**config.mk**
```make
export PLATFORM = sky130hd
export DESIGN_NAME = dice_roller_multi
export DESIGN_NICKNAME = d
export VERILOG_FILES = /design/src/rtl/dice_roller_multi.sv
export SDC_FILE = /design/constraint.sdc
export NUM_CORES = 1
export LEC_CHECK = 0
export CAP_MARGIN = 20
export CORE_MARGIN = 1
export CORE_UTILIZATION = 24
export DETAILED_ROUTE_END_ITERATION = 12
export HOLD_SLACK_MARGIN = 0.06
export PLACE_DENSITY = 0.43
export SLEW_MARGIN = 40
export SYNTH_ARGS = -nofsm -noshare
export SYNTH_HDL_FRONTEND = slang
export SYNTH_SLANG_ARGS = --single-unit
```
**constraint.sdc**
```tcl
create_clock -name clk -period 2.5 [get_ports clk]
set_input_delay 0.5 -clock clk [delete_from_list [all_inputs] [get_ports clk]]
set_output_delay 0.5 -clock clk [all_outputs]
set_load 0.005 [all_outputs]
```
**src/rtl/dice_roller_multi.sv**
```systemverilog
// dice_roller_multi: debounced push-button roller driving up to four dice from a 16-bit Galois LFSR.
// Optional per-die hold port and behaviour enabled by defining DICE_HOLD_EN.
module dice_roller_multi #(
   parameter int unsigned NUM_DICE        = 2,
   parameter int unsigned FACES           = 6,
   parameter int unsigned DEBOUNCE_CYCLES = 4,
   parameter int unsigned ROLL_CYCLES     = 8,
   parameter logic [15:0] LFSR_SEED       = 16'hACE1
) (
   input  logic                  clk,
   input  logic                  reset,
   input  logic                  btn,
`ifdef DICE_HOLD_EN
   input  logic [NUM_DICE-1:0]   hold,
`endif
   output logic [4*NUM_DICE-1:0] dice_out,
   output logic [5:0]            dice_sum,
   output logic                  rolling,
   output logic                  result_valid
);
   localparam int unsigned DB_W = (DEBOUNCE_CYCLES > 1) ? $clog2(DEBOUNCE_CYCLES) : 1;
   localparam int unsigned RC_W = (ROLL_CYCLES > 1) ? $clog2(ROLL_CYCLES) : 1;
   localparam logic [DB_W-1:0] DB_LAST = DB_W'(DEBOUNCE_CYCLES - 1);
   localparam logic [RC_W-1:0] RC_LAST = RC_W'(ROLL_CYCLES - 1);
   localparam logic [15:0] LFSR_TAPS = 16'hB400;

   typedef enum logic {IDLE, ROLL} state_t;
   state_t state, state_nxt;

   logic                  btn_meta, btn_s, btn_db, btn_db_q, press;
   logic [DB_W-1:0]       db_cnt;
   logic [15:0]           lfsr;
   logic [RC_W-1:0]       roll_cnt, roll_cnt_nxt;
   logic [4*NUM_DICE-1:0] faces, dice_nxt;
   logic [NUM_DICE-1:0]   keep;
   logic [5:0]            sum_nxt;
   logic                  rolling_nxt, valid_nxt;

   // Level change is accepted only after DEBOUNCE_CYCLES consecutive disagreeing samples.
   always_ff @(posedge clk) begin
      if (reset) begin
         btn_meta <= 1'b0;
         btn_s    <= 1'b0;
         btn_db   <= 1'b0;
         btn_db_q <= 1'b0;
         press    <= 1'b0;
         db_cnt   <= '0;
      end else begin
         btn_meta <= btn;
         btn_s    <= btn_meta;
         btn_db_q <= btn_db;
         press    <= btn_db & ~btn_db_q;
         if (btn_s == btn_db) begin
            db_cnt <= '0;
         end else if (db_cnt == DB_LAST) begin
            btn_db <= btn_s;
            db_cnt <= '0;
         end else begin
            db_cnt <= db_cnt + 1'b1;
         end
      end
   end

   always_ff @(posedge clk) begin
      if (reset) lfsr <= LFSR_SEED;
      else       lfsr <= {1'b0, lfsr[15:1]} ^ (lfsr[0] ? LFSR_TAPS : 16'h0000);
   end

   always_comb begin
      faces = '0;
      keep  = '0;
      for (int unsigned i = 0; i < NUM_DICE; i++) begin
         faces[4*i +: 4] = 4'((32'(lfsr[4*i +: 4]) % FACES) + 1);
`ifdef DICE_HOLD_EN
         // A die that has never rolled has no value worth holding.
         keep[i] = hold[i] && (dice_out[4*i +: 4] != 4'd0);
`endif
      end
   end

   always_comb begin
      state_nxt    = state;
      roll_cnt_nxt = roll_cnt;
      dice_nxt     = dice_out;
      sum_nxt      = dice_sum;
      rolling_nxt  = rolling;
      valid_nxt    = 1'b0;
      case (state)
         IDLE: begin
            if (press) begin
               state_nxt    = ROLL;
               roll_cnt_nxt = '0;
               rolling_nxt  = 1'b1;
            end
         end
         ROLL: begin
            for (int unsigned i = 0; i < NUM_DICE; i++)
               if (!keep[i]) dice_nxt[4*i +: 4] = faces[4*i +: 4];
            roll_cnt_nxt = roll_cnt + 1'b1;
            if (roll_cnt == RC_LAST) begin
               state_nxt    = IDLE;
               roll_cnt_nxt = '0;
               rolling_nxt  = 1'b0;
               valid_nxt    = 1'b1;
               sum_nxt      = '0;
               for (int unsigned i = 0; i < NUM_DICE; i++)
                  sum_nxt = sum_nxt + 6'(dice_nxt[4*i +: 4]);
            end
         end
         default: state_nxt = IDLE;
      endcase
   end

   always_ff @(posedge clk) begin
      if (reset) begin
         state        <= IDLE;
         roll_cnt     <= '0;
         dice_out     <= '0;
         dice_sum     <= '0;
         rolling      <= 1'b0;
         result_valid <= 1'b0;
      end else begin
         state        <= state_nxt;
         roll_cnt     <= roll_cnt_nxt;
         dice_out     <= dice_nxt;
         dice_sum     <= sum_nxt;
         rolling      <= rolling_nxt;
         result_valid <= valid_nxt;
      end
   end

endmodule

```
==> impl_metrics.yaml, run 1 <==
critical_path:
  worst-path-max-fanout: 3
  crit_path_end: "dice_sum[3]"
  cp-end-kind: "flip-flop"
  path_cells: "and2b_2 -> ha_4 -> or2_4 -> a221oi_2 -> ha_1 -> ha_1 -> a21o_1 -> a21oi_2 -> xnor2_1 -> nand2_1 -> a21oi_1"
  cp_common_cell: "ha_1"
  crit_required_ps: 2730
  cp_slowest_cell: "dfxtp_2"
  r2r_slack_ps: 50
  crit_type: "flip-flop to flip-flop"
  worstPathArrival_ps: 2680
  reg2reg_depth: 11
  cp-start-kind: "flip-flop"
  crit_path_start: "lfsr[7]"
  slowest_delay_ps: 320
  rr_endpoint: "dice_sum[3]"
  reg2reg_from: "lfsr[7]"
final_layout:
  multi_input_area_um2: 1010
  postLayoutCoreUtil_pct: 33.2
  area_delta_synth_final_pct: 30.4
  register_area_um2: 845
  drive_above_1_share_pct: 21.9
  n_antenna_cell: 0
  fin_cells: 341
  final_cell_area_um2: 2460
  nNetsFinal: 259
  fill_cells: 770
sta:
  setup_violations: 0
  max_freq_mhz: 409
  final-hold-violation-count: 0
  clock_skew_ps: 8.48
  fin_setup_tns_ps: 0
  fin_crit_sh_pct: 97.8
  rsz0062_at_grt: "yes"
  finalCriticalPeriod_ps: 2450
  worst_slack_ps: 53.9
  slew_viol_final: 0
grt:
  antenna_found_initial: 0
  grt_use_total_pct: 9.81
  grt_pass1_vias: 1367
  globalRoute.totalOverflow: 0
  grt_max_degree: 20
  grt_pass1_wl_mm: 6.33
place:
  port_buffers: 17
  pre_cts_ws_ps: -0.438
  placement.cell_area_um2: 2280
  dp_cells: 330
  hpwl_mm: 2.67
  globalplace.congestion: 0.739
pwr:
  max-vdd-ir-drop_mv: 0.285
  p_leak_nw: 1.00
  power_density_nw_per_um2: 559
yosys:
  syn_nets: 221
  synth_top_area_share_pct: 44.6
  synthCells: 204
  ys_async_sr_fraction_pct: 0
  avgSynthCellArea_um2: 9.25
  ys_ff_latch: 42
  synth-simple-area-share_pct: 21.6
  synth-xor-area-share_pct: 4.18
  synthDistinctLibCells: 44
  syn-cell-area_um2: 1890
  netlist_top_cells_area: "dfxtp_1 (45%), ha_1 (8.6%), nor2_1 (5.0%), nor2b_1 (4.6%), a21oi_1 (4.0%)"
  synth_fa_ha_area_share_pct: 9.68
  yosysWarningCount: 0
  ys_seq_area_share_pct: 44.6
  muxShareOfSynthArea_pct: 2.12
  yosysTopAreaCell: "dfxtp_1"
  synth_top_family_by_area: "simple AND/OR/NAND/NOR gates"
  synth_edf_count: 0
  synth_compound_area_share_pct: 11.4
  synth_top_flop_cell: "dfxtp_1"
floorplan:
  die_w_um: 90.7
  io_pins: 19
  dieArea_um2: 8220
  placementRows: 31
  die_y_um: 90.7
  core-area_um2: 7410
  initial_utilization_pct: 25.5
drt:
  routed_wl_mm: 3.78
  drtIter0Drc: 59
  vias: 1426
  firstDrtPassIters: 4
  avgViaCountPerCell: 4.18
  drc: 0
  wl_per_cell_um: 11.1
  antenna_left: 0
clock_tree:
  cts_tree: "done"
  cts_root_buf: "clkbuf_8"
  cts_hold_buffers: 0
  path_clk_slew_ps: 80
  clock_latency_ps: 290
  cts.sinks: 42
  cts.htree.levels: 2
  numCtsBuffers: 5
  clock_path_buffers: 2
worst_hold_path:
  hold_path.class: "flip-flop to flip-flop"
run:
  cap_violations: 0
run_status:
  outcome: "finished, final reports clean"
-- registers in the layout, summed over array words and instances (netlist names) --
name and count:
lfsr 16, dice_out 8, dice_sum 5, roll_cnt 3, db_cnt 2, btn_db 1, btn_db_q 1, btn_meta 1
btn_s 1, press 1, result_valid 1, rolling 1, state 1
-- final cells by class --
cell class                 count  share of cell area (%)
multi-input combinational    139                    41.1
sequential                    42                    34.3
timing repair buffer          41                    14.4
tap                           99                    5.03
clock buffer                   7                    3.10
inverter                      13                    2.08
-- placed cells by master (no fill, tap or decap), drive strengths merged, types with 5 or more instances in the layout --
| cell | instances |
|---|---|
| dfxtp | 42 |
| or2 | 6 |
| clkbuf | 7 |
| ha | 13 |
| nor2b | 14 |
| clkdlybuf4s50 | 17 |
| a21oi | 15 |
| nand2 | 13 |
| a211oi | 5 |
| xnor2 | 6 |
| inv | 13 |
| nor2 | 25 |
| buf | 24 |
-- cells in the mapped netlist, drive strengths merged, types with 2 or more instances --
cell	number
nor3	2
or2	6
xnor2	6
or3	2
nand2b	4
nor4b	2
nor3b	2
inv	13
mux2i	4
buf	6
ha	13
a21oi	15
dfxtp	42
nor2b	14
clkbuf	4
xor2	3
nand2	13
nor2	25
o21ai	3
a211oi	5
-- worst min path at each step --
stage / start / endpoint / slack (ps) / cells past startpoint
finish: btn_db_q / press / 390 / 1
global route: btn_db_q / press / 410 / 1
CTS: btn_db_q / press / 390 / 1
detailed placement: btn_db_q / press / 380 / 1
global placement: btn_db_q / press / 370 / 1
floorplan: btn_db_q / press / 370 / 1
-- cells by family (layout without fill, tap and decap cells) --
kind of cell / after synthesis / in the layout
flip-flops: 42 / 42
AND/OR/NAND/NOR: 78 / 78
other: 1 / 1
AO/OA/AOI/OAI: 33 / 33
adder cells (fa/ha/maj): 14 / 14
XOR/XNOR: 9 / 9
buffers and inverters: 23 / 61
multiplexers: 4 / 4
-- routing by layer --
layer	track usage, %	wire [um]
met5	0	0
met4	4.44	32
met3	2.78	132
met2	14.9	1630
met1	12.8	1980
-- per-stage QoR --
step	total power, mW	hold WS, ps
5_1_grt	1.46	408
3_3_place_gp	0.939	372
2_1_floorplan	0.868	367
6_report	1.38	387
4_1_cts	1.36	388
3_5_place_dp	0.938	377
-- worst max-delay path: cells and delay by family (launching register included) --
kind / cells / cell delay, ps
DFF: 1 / 320
AOI/OAI and AO/OA: 4 / 660
and+or+nand+nor: 3 / 540
adders and majority gates: 3 / 740
xor gates and xnor gates: 1 / 120
-- power by group --
| group | total [mW] | internal, mW | switching, mW | leakage (nW) |
|---|---|---|---|---|
| logic | 0.267 | 0.146 | 0.122 | 0.618 |
| registers | 0.703 | 0.691 | 0.0121 | 0.344 |
| clock network | 0.407 | 0.192 | 0.214 | 0.0383 |
| total | 1.38 | 1.03 | 0.348 | 1.00 |
-- timing repair --
| action | 4_1_cts | 5_1_grt |
|---|---|---|
| resized for setup | 1 | 14 |
| setup endpoints to repair | 2 | 3 |
| pin swaps | 3 | 13 |
| setup buffers | 1 | 3 |
(Power assumes the default switching activity.)
==> run 2: changes to the inputs <==
--- a/config.mk
+++ b/config.mk
@@ -8,9 +8,11 @@
 export CAP_MARGIN = 20
 export CORE_MARGIN = 1
 export CORE_UTILIZATION = 24
+export CTS_BUF_LIST = sky130_fd_sc_hd__clkbuf_4 sky130_fd_sc_hd__clkbuf_8
 export DETAILED_ROUTE_END_ITERATION = 12
 export HOLD_SLACK_MARGIN = 0.06
 export PLACE_DENSITY = 0.43
+export REMOVE_ABC_BUFFERS = 1
 export SLEW_MARGIN = 40
 export SYNTH_ARGS = -nofsm -noshare
 export SYNTH_HDL_FRONTEND = slang
==> impl_metrics.yaml, run 2 (same netlist as run 1, synthesis figures left out) <==
clock_tree:
  cts_tree: "done"
  cts_hold_buffers: 0
  path_clk_slew_ps: 90
  cts.sinks: 42
  clock_path_buffers: 2
  numCtsBuffers: 5
  cts.htree.levels: 2
  cts_root_buf: "clkbuf_8"
  clock_latency_ps: 300
drt:
  drc: 0
  drtIter0Drc: 41
  wl_per_cell_um: 10.9
  routed_wl_mm: 3.66
  antenna_left: 0
  vias: 1416
  avgViaCountPerCell: 4.21
  firstDrtPassIters: 4
critical_path:
  crit_required_ps: 2730
  cp-end-kind: "flip-flop"
  r2r_slack_ps: 50
  cp-start-kind: "flip-flop"
  worstPathArrival_ps: 2680
  crit_type: "flip-flop to flip-flop"
  worst-path-max-fanout: 3
final_layout:
  largest_register_ff_count: 16
  drive_above_1_share_pct: 19.4
  nNetsFinal: 253
  postLayoutCoreUtil_pct: 32.3
  final_common_cell: "dfxtp_1"
  n_antenna_cell: 0
  final_cell_area_um2: 2390
  top_register: "lfsr"
  area_delta_synth_final_pct: 26.8
  layout_common_cells: "dfxtp_1 (41), nor2_1 (24), buf_4 (18)"
  reg_top3: "lfsr (16), dice_out (8), dice_sum (5)"
  fill_cells: 768
floorplan:
  die_y_um: 90.7
  core-area_um2: 7410
  dieArea_um2: 8220
  initial_utilization_pct: 25.5
  placementRows: 31
  die_w_um: 90.7
  io_pins: 19
sta:
  clock_skew_ps: 5.86
  fin_crit_sh_pct: 98.2
  max_freq_mhz: 407
  worst_slack_ps: 46.0
  slew_viol_final: 0
  fin_setup_tns_ps: 0
  rsz0062_at_grt: "yes"
  final-hold-violation-count: 0
  setup_violations: 0
  finalCriticalPeriod_ps: 2450
pwr:
  max-vdd-ir-drop_mv: 0.212
  p_leak_nw: 0.972
  finalPower_mw: 1.38
  power_density_nw_per_um2: 576
place:
  port_buffers: 17
  placement.cell_area_um2: 2230
  pre_cts_ws_ps: -146
  globalplace.congestion: 0.778
  hpwl_mm: 2.67
grt:
  grt_use_total_pct: 9.60
  grtUsageMet2_pct: 14.1
  globalRoute.totalOverflow: 0
  antenna_found_initial: 0
  grt_max_degree: 17
  top_usage_layer: "met2"
  grt_pass1_vias: 1324
  grt_pass1_wl_mm: 6.32
  use_met3_pct: 3.03
  grtUsageMet1_pct: 13.3
run:
  cap_violations: 0
run_status:
  outcome: "finished, final reports clean"
worst_hold_path:
  hold_path.class: "flip-flop to flip-flop"
==> run 2: cell types whose count changed in the layout (fill, tap and decap cells not counted), sizes merged <==
cell | previous run | this run
buf | 24 | 18
clkbuf | 7 | 5
clkinv | 0 | 2
clkinvlp | 0 | 1
==> run 2: power breakdown <==
part	total (mW)	internal [mW]	switching, mW
sequential	0.702	0.690	0.0115
combinational	0.232	0.122	0.110
clock	0.443	0.196	0.247
==> run 2: final cells by class <==
type	instances	area (um^2)	share of cell area (%)
clock buffers	5	68.8	2.88
clock inverters	3	21.3	0.889
inverters	13	51.3	2.14
multi-input cells	139	980	41.0
flip-flops and latches	42	842	35.2
well taps	99	124	5.18
repair buffers	35	305	12.8
==> run 2: critical path, cell delays in order (launching register included) <==
cell	delay (ps)
dfxtp_2	330
and2b_1	180
ha_2	190
or2_4	230
a221oi_2	270
ha_1	300
ha_1	280
a21o_1	160
a21oi_2	140
xnor2_1	120
nand2_1	70
a21oi_1	120
==> run 2: metal layers <==
layer,routed length [um],part of all wire [%]
met1,1840,50
met2,1610,44
met3,170,4.6
met4,31,0.85
met5,0,0
==> run 2: through the flow <==
step | std cells | hold slack (ps)
6_report | 336 | 384
5_1_grt | 336 | 429
2_1_floorplan | 194 | 367
4_1_cts | 335 | 389
3_3_place_gp | 326 | 372
3_5_place_dp | 326 | 375
==> run 2: final timing paths <==
kind | startpoint | to | cells after the start
max | lfsr[7] | dice_sum[3] | 11
min | btn_db_q | press | 1
max reg2reg | lfsr[7] | dice_sum[3] | 11
min reg2reg | btn_db_q | press | 1
==> run 2: what timing repair did <==
action                                  CTS  global route
gates resized for setup                   5             7
buffers inserted                          1             1
endpoints found under the setup margin    3             3
pin swaps                                 4            11
==> edit 1 (config.mk and constraints of run 2) <==
Change the parameter `ROLL_CYCLES` from 8 to 16.
--- a/src/rtl/dice_roller_multi.sv
+++ b/src/rtl/dice_roller_multi.sv
@@ -4,7 +4,7 @@
    parameter int unsigned NUM_DICE        = 2,
    parameter int unsigned FACES           = 6,
    parameter int unsigned DEBOUNCE_CYCLES = 4,
-   parameter int unsigned ROLL_CYCLES     = 8,
+   parameter int unsigned ROLL_CYCLES     = 16,
    parameter logic [15:0] LFSR_SEED       = 16'hACE1
 ) (
    input  logic                  clk,
Behaviour: same outputs for any inputs over 10 cycles, from zero or initial values and one cycle with reset high; that may be too few to reach the edited logic, so the function may still have changed.
==> edit 1 against run 2 <==
- final area increased by 3.8%
- total power grew 4.2%
- area after synthesis about the same
- utilization up 1.2 points
- routed wire length is 1.9% lower
- setup slack lost 45 ps
- global-route usage down 0.053 points
- sequential cell count up 1
- critical path type unchanged
==> edit 1: results (changes against run 2) <==
| Metric | Value |
|---|---|
| Iteration-0 DRC Markers | 36 (-12%) |
| Crit path max-delay family | simple AND/OR/NAND/NOR gates |
| Hpwl dp | 2438 um (-8.8%) |
| Routed wire length | 3588 um (-1.9%) |
| Maximum VDD drop | 0.1686 mV (-21%) |
| Seq/Total Area, Yosys | 0.4559 (+0.01031) |
| Clk. pwr | 447 uW (+0.9%) |
| Largest net degree at the start of global routing | 27 (+10) |
| CP max FO | 4 (+1) |
| Worst Skew | 5.987 ps (+0.1314 ps) |
| Met3 Use GR | 0.02778 (-0.002525) |
| Met2 WL | 1543 um (-4.3%) |
| Met1 usage | 0.1260 (-0.006824) |
| Static Leak | 0.9664 nW (-0.54%) |
| Diodes inserted | 0 (unchanged) |
| Fin Hold WS | 388.2 ps (+3.828 ps) |
| Vias | 1369 (-3.3%) |
| Crit-path slowest cell | or4_4 |
| PostCTS Resize Cnt | 14 (+9) |
| Net Sw Power | 384.6 uW (+4.4%) |
| Sequential cell area | 867.1 um^2 (+3.0%) |
| Met2 usage | 0.1402 (-0.001263) |
| Arr. time, crit path | 2690 ps (about the same) |
| Syn Area/Cell | 9.393 um^2 (+1.6%) |
| Routability cong. | 0.7002 (-9.9%) |
| Placed insts | 321 (-1.5%) |
| Layout cells sized above 1 | 0.2318 (+0.03767) |
| Top post-synthesis cells by area | dfxtp_1 46%, ha_1 8.0%, nor2b_1 5.6% |
| FF+latch count | 43 (+2.4%) |
| GR Util All Layers | 0.09547 (-0.0005262) |
| Clock share of power | 0.311 (-0.011) |
| Met3 Routed Length | 126 um (-26%) |
| Multi-input combinational area share | 0.4269 (+0.01740) |
| Routed met1 length | 1850 um (+0.38%) |
| Worst skew pair latency | 300 ps (about the same) |
| Max stage delay on crit path | 420 ps (+90 ps) |
| Layout buffering overhead excluding clock cells | 0.1245 (-0.003120) |
| Reg2Reg Depth | 9 (-2) |
| Non-filler cells, final | 332 (-1.2%) |
| DR pass1 iterations | 4 (unchanged) |
| Clock-cell share | 0.03579 (-0.001871) |
| Multi-input logic area | 0.001060 mm^2 (+8.2%) |
| Post-layout net count | 248 (-2.0%) |
| R2R Setup Slk | 1 ps (-40 ps) |
| Netlist cell types | 39 (-11%) |
| Pre-CTS WS | -193.7 ps (-48.01 ps) |
| Status | complete, no violations |
| Vias in the first global route | 1255 (-5.2%) |
| Seq pwr share | 0.500 (-0.010) |
| Multi-input gates | 138 (-0.72%) |
| Peak Freq | 400.2 MHz (-1.8%) |
| Nonclk inv count | 9 (-4) |
==> edit 1: changes by cell type in the layout (fill, tap and decap cells not counted), moves of 3 or more <==
cell / delta
nand2_1: -6
ha_4: +3
a22o_1: +3
a21oi_1: -5
nor3b_1: +3
ha_1: -3
nor2b_1: +3
inv_1: -3
==> edit 1: worst reg2reg max path, cell delays in order, from the launching register on <==
cell	delay (ps)
dfxtp_4	360
and2b_2	230
ha_4	250
o21ba_1	130
a311o_1	320
or4_4	420
and2_4	160
ha_4	210
xnor2_1	120
a22o_1	190
==> edit 1: kinds of logic after synthesis <==
family / count (synthesis) / share of synthesized area
AND/OR/NAND/NOR: 76 / 0.2160
flip-flops: 43 / 0.4559
buffers and inverters: 20 / 0.04572
XOR/XNOR: 10 / 0.04639
multiplexers: 5 / 0.02717
AO/OA/AOI/OAI: 33 / 0.1166
other: 1 / 0.001986
adder cells (fa/ha/maj): 13 / 0.09012
==> edit 2 (flow settings as in run 2) <==
Made on the original files. `dice_sum` no longer has a reset.
--- a/src/rtl/dice_roller_multi.sv
+++ b/src/rtl/dice_roller_multi.sv
@@ -116,18 +116,20 @@
          state        <= IDLE;
          roll_cnt     <= '0;
          dice_out     <= '0;
-         dice_sum     <= '0;
          rolling      <= 1'b0;
          result_valid <= 1'b0;
       end else begin
          state        <= state_nxt;
          roll_cnt     <= roll_cnt_nxt;
          dice_out     <= dice_nxt;
-         dice_sum     <= sum_nxt;
          rolling      <= rolling_nxt;
          result_valid <= valid_nxt;
       end
    end
 
+   always_ff @(posedge clk) begin
+      dice_sum <= sum_nxt;
+   end
+
 endmodule
 
Formal check against the unedited RTL: no difference found for any inputs over 10 cycles, from zero or initial values and one cycle with reset high; that may be too few to reach the edited logic, so the function may still have changed.
==> edit 2 against run 2 <==
- final area increased by 2.7%
- setup slack improved by 34 ps
- critical path depth decreased by 1
- sequential share of layout area increased by 1.3 points
- global-route usage decreased by 0.52 points
- non-clock buffer count increased by 3
- via count decreased by 4.4%
- sequential cell count unchanged
- total power increased by 4.0%
- routed wire length decreased by 2.1%
- largest cell class unchanged
- sequential power increased by 3.1%
- area after synthesis decreased by 1.3%
- synthesized cell count decreased by 6.9%
- worst hold slack improved by 0.55 ps
==> edit 2: results (changes against run 2) <==
| Metric | Value |
|---|---|
| Netlist cell types | 46 (+4.5%) |
| Final min period | 2420 ps (-34.16 ps) |
| Worst Skew | 7.593 ps (+1.738 ps) |
| Area growth syn-to-layout | 31.92% |
| Pwr/cell area | 582.8 mW/mm^2 (+1.3%) |
| Synthesized instance count | 190 (-6.9%) |
| Cell internal pwr | 1.053 mW (+4.4%) |
| Seq/total area | 0.3653 (+0.01327) |
| Seq/Total Area, Yosys | 0.4785 (+0.03287) |
| GR Util All Layers | 0.09081 (-0.005181) |
| Sequential logic power | 724 uW (+3.1%) |
| Status | complete, no violations |
| Pre-CTS WS | -77.71 ps (+67.93 ps) |
| Reg2Reg Depth | 10 (-1) |
| First-pass GRT wire length | 5920 um (-6.3%) |
| Fin Hold WS | 384.9 ps (+0.5490 ps) |
| Vias in the first global route | 1277 (-3.5%) |
| Number of synthesized flops with an enable pin | 5 (+5) |
| Arr. time, crit path | 2470 ps (-210 ps) |
| Static Leak | 0.9931 nW (+2.2%) |
| Largest net degree at the start of global routing | 25 (+8) |
| Synth top cells by count | 37 x dfxtp_1, 20 x nor2_1, 13 x ha_1, 13 x inv_1, 13 x nor2b_1 |
| Multi-input logic area | 959.7 um^2 (-2.0%) |
| Routability cong. | 0.7209 (-7.3%) |
| Layout buffering overhead excluding clock cells | 0.1350 (+0.007382) |
| Layout cells sized above 1 | 0.2379 (+0.04379) |
| Clk. pwr | 438 uW (-1%) |
| Vias | 1354 (-4.4%) |
| Fill cells | 755 (-1.7%) |
| FF+latch count | 42 (unchanged) |
| Hpwl dp | 2510 um (-6.1%) |
| Maximum VDD drop | 0.2402 mV (+13%) |
| Clock share of power | 0.306 (-0.016) |
[edit 2: timing repair]
action                                  CTS  global route
endpoints found under the hold margin     0             0
pin swaps                                 4            13
buffers inserted                          2             0
endpoints found under the setup margin    3             4
resized for setup                         8            16
[edit 2: worst register-to-register path: cells and delay by family, from the launching register on]
family                   cells  cell delay, ps
flip-flops                   1             330
AO/OA/AOI/OAI                2             400
XOR/XNOR                     1             170
AND/OR/NAND/NOR              4             620
adder cells (fa/ha/maj)      3             670
[edit 2: logic make-up (layout without fill, tap and decap cells)]
family          count (synthesis)  after routing  synth area share
other cells                     1              1          0.002014
flops                          42             42            0.4785
xor+xnor                       10             10           0.04705
buf+inv                        23             60           0.05444
mux                             4              4           0.02151
simple gates                   68             68            0.1989
fa+ha+maj                      14             14           0.09812
compound gates                 28             28           0.09947
[edit 2: worst max-delay path by stage]
| stage | from | endpoint | cells after the start |
|---|---|---|---|
| 6_report | lfsr[7]$_SDFF_PP1_ | dice_sum[4]$_DFFE_PP_ | 10 |
| 5_1_grt | lfsr[7]$_SDFF_PP1_ | dice_sum[4]$_DFFE_PP_ | 10 |
| 4_1_cts | lfsr[7]$_SDFF_PP1_ | dice_sum[3]$_DFFE_PP_ | 9 |
| 3_5_place_dp | lfsr[3]$_SDFF_PP0_ | dice_sum[4]$_DFFE_PP_ | 12 |
| 3_3_place_gp | lfsr[3]$_SDFF_PP0_ | dice_sum[4]$_DFFE_PP_ | 12 |
| 2_1_floorplan | lfsr[7]$_SDFF_PP1_ | dice_sum[3]$_DFFE_PP_ | 9 |
[edit 2: per-layer routing]
layer	track usage	vias up	routed length (um)
met1	0.1213	631	1852
met5	0	-	0
met3	0.02623	3	111
met4	0.02419	0	22
li1	-	700	-
met2	0.1425	20	1596
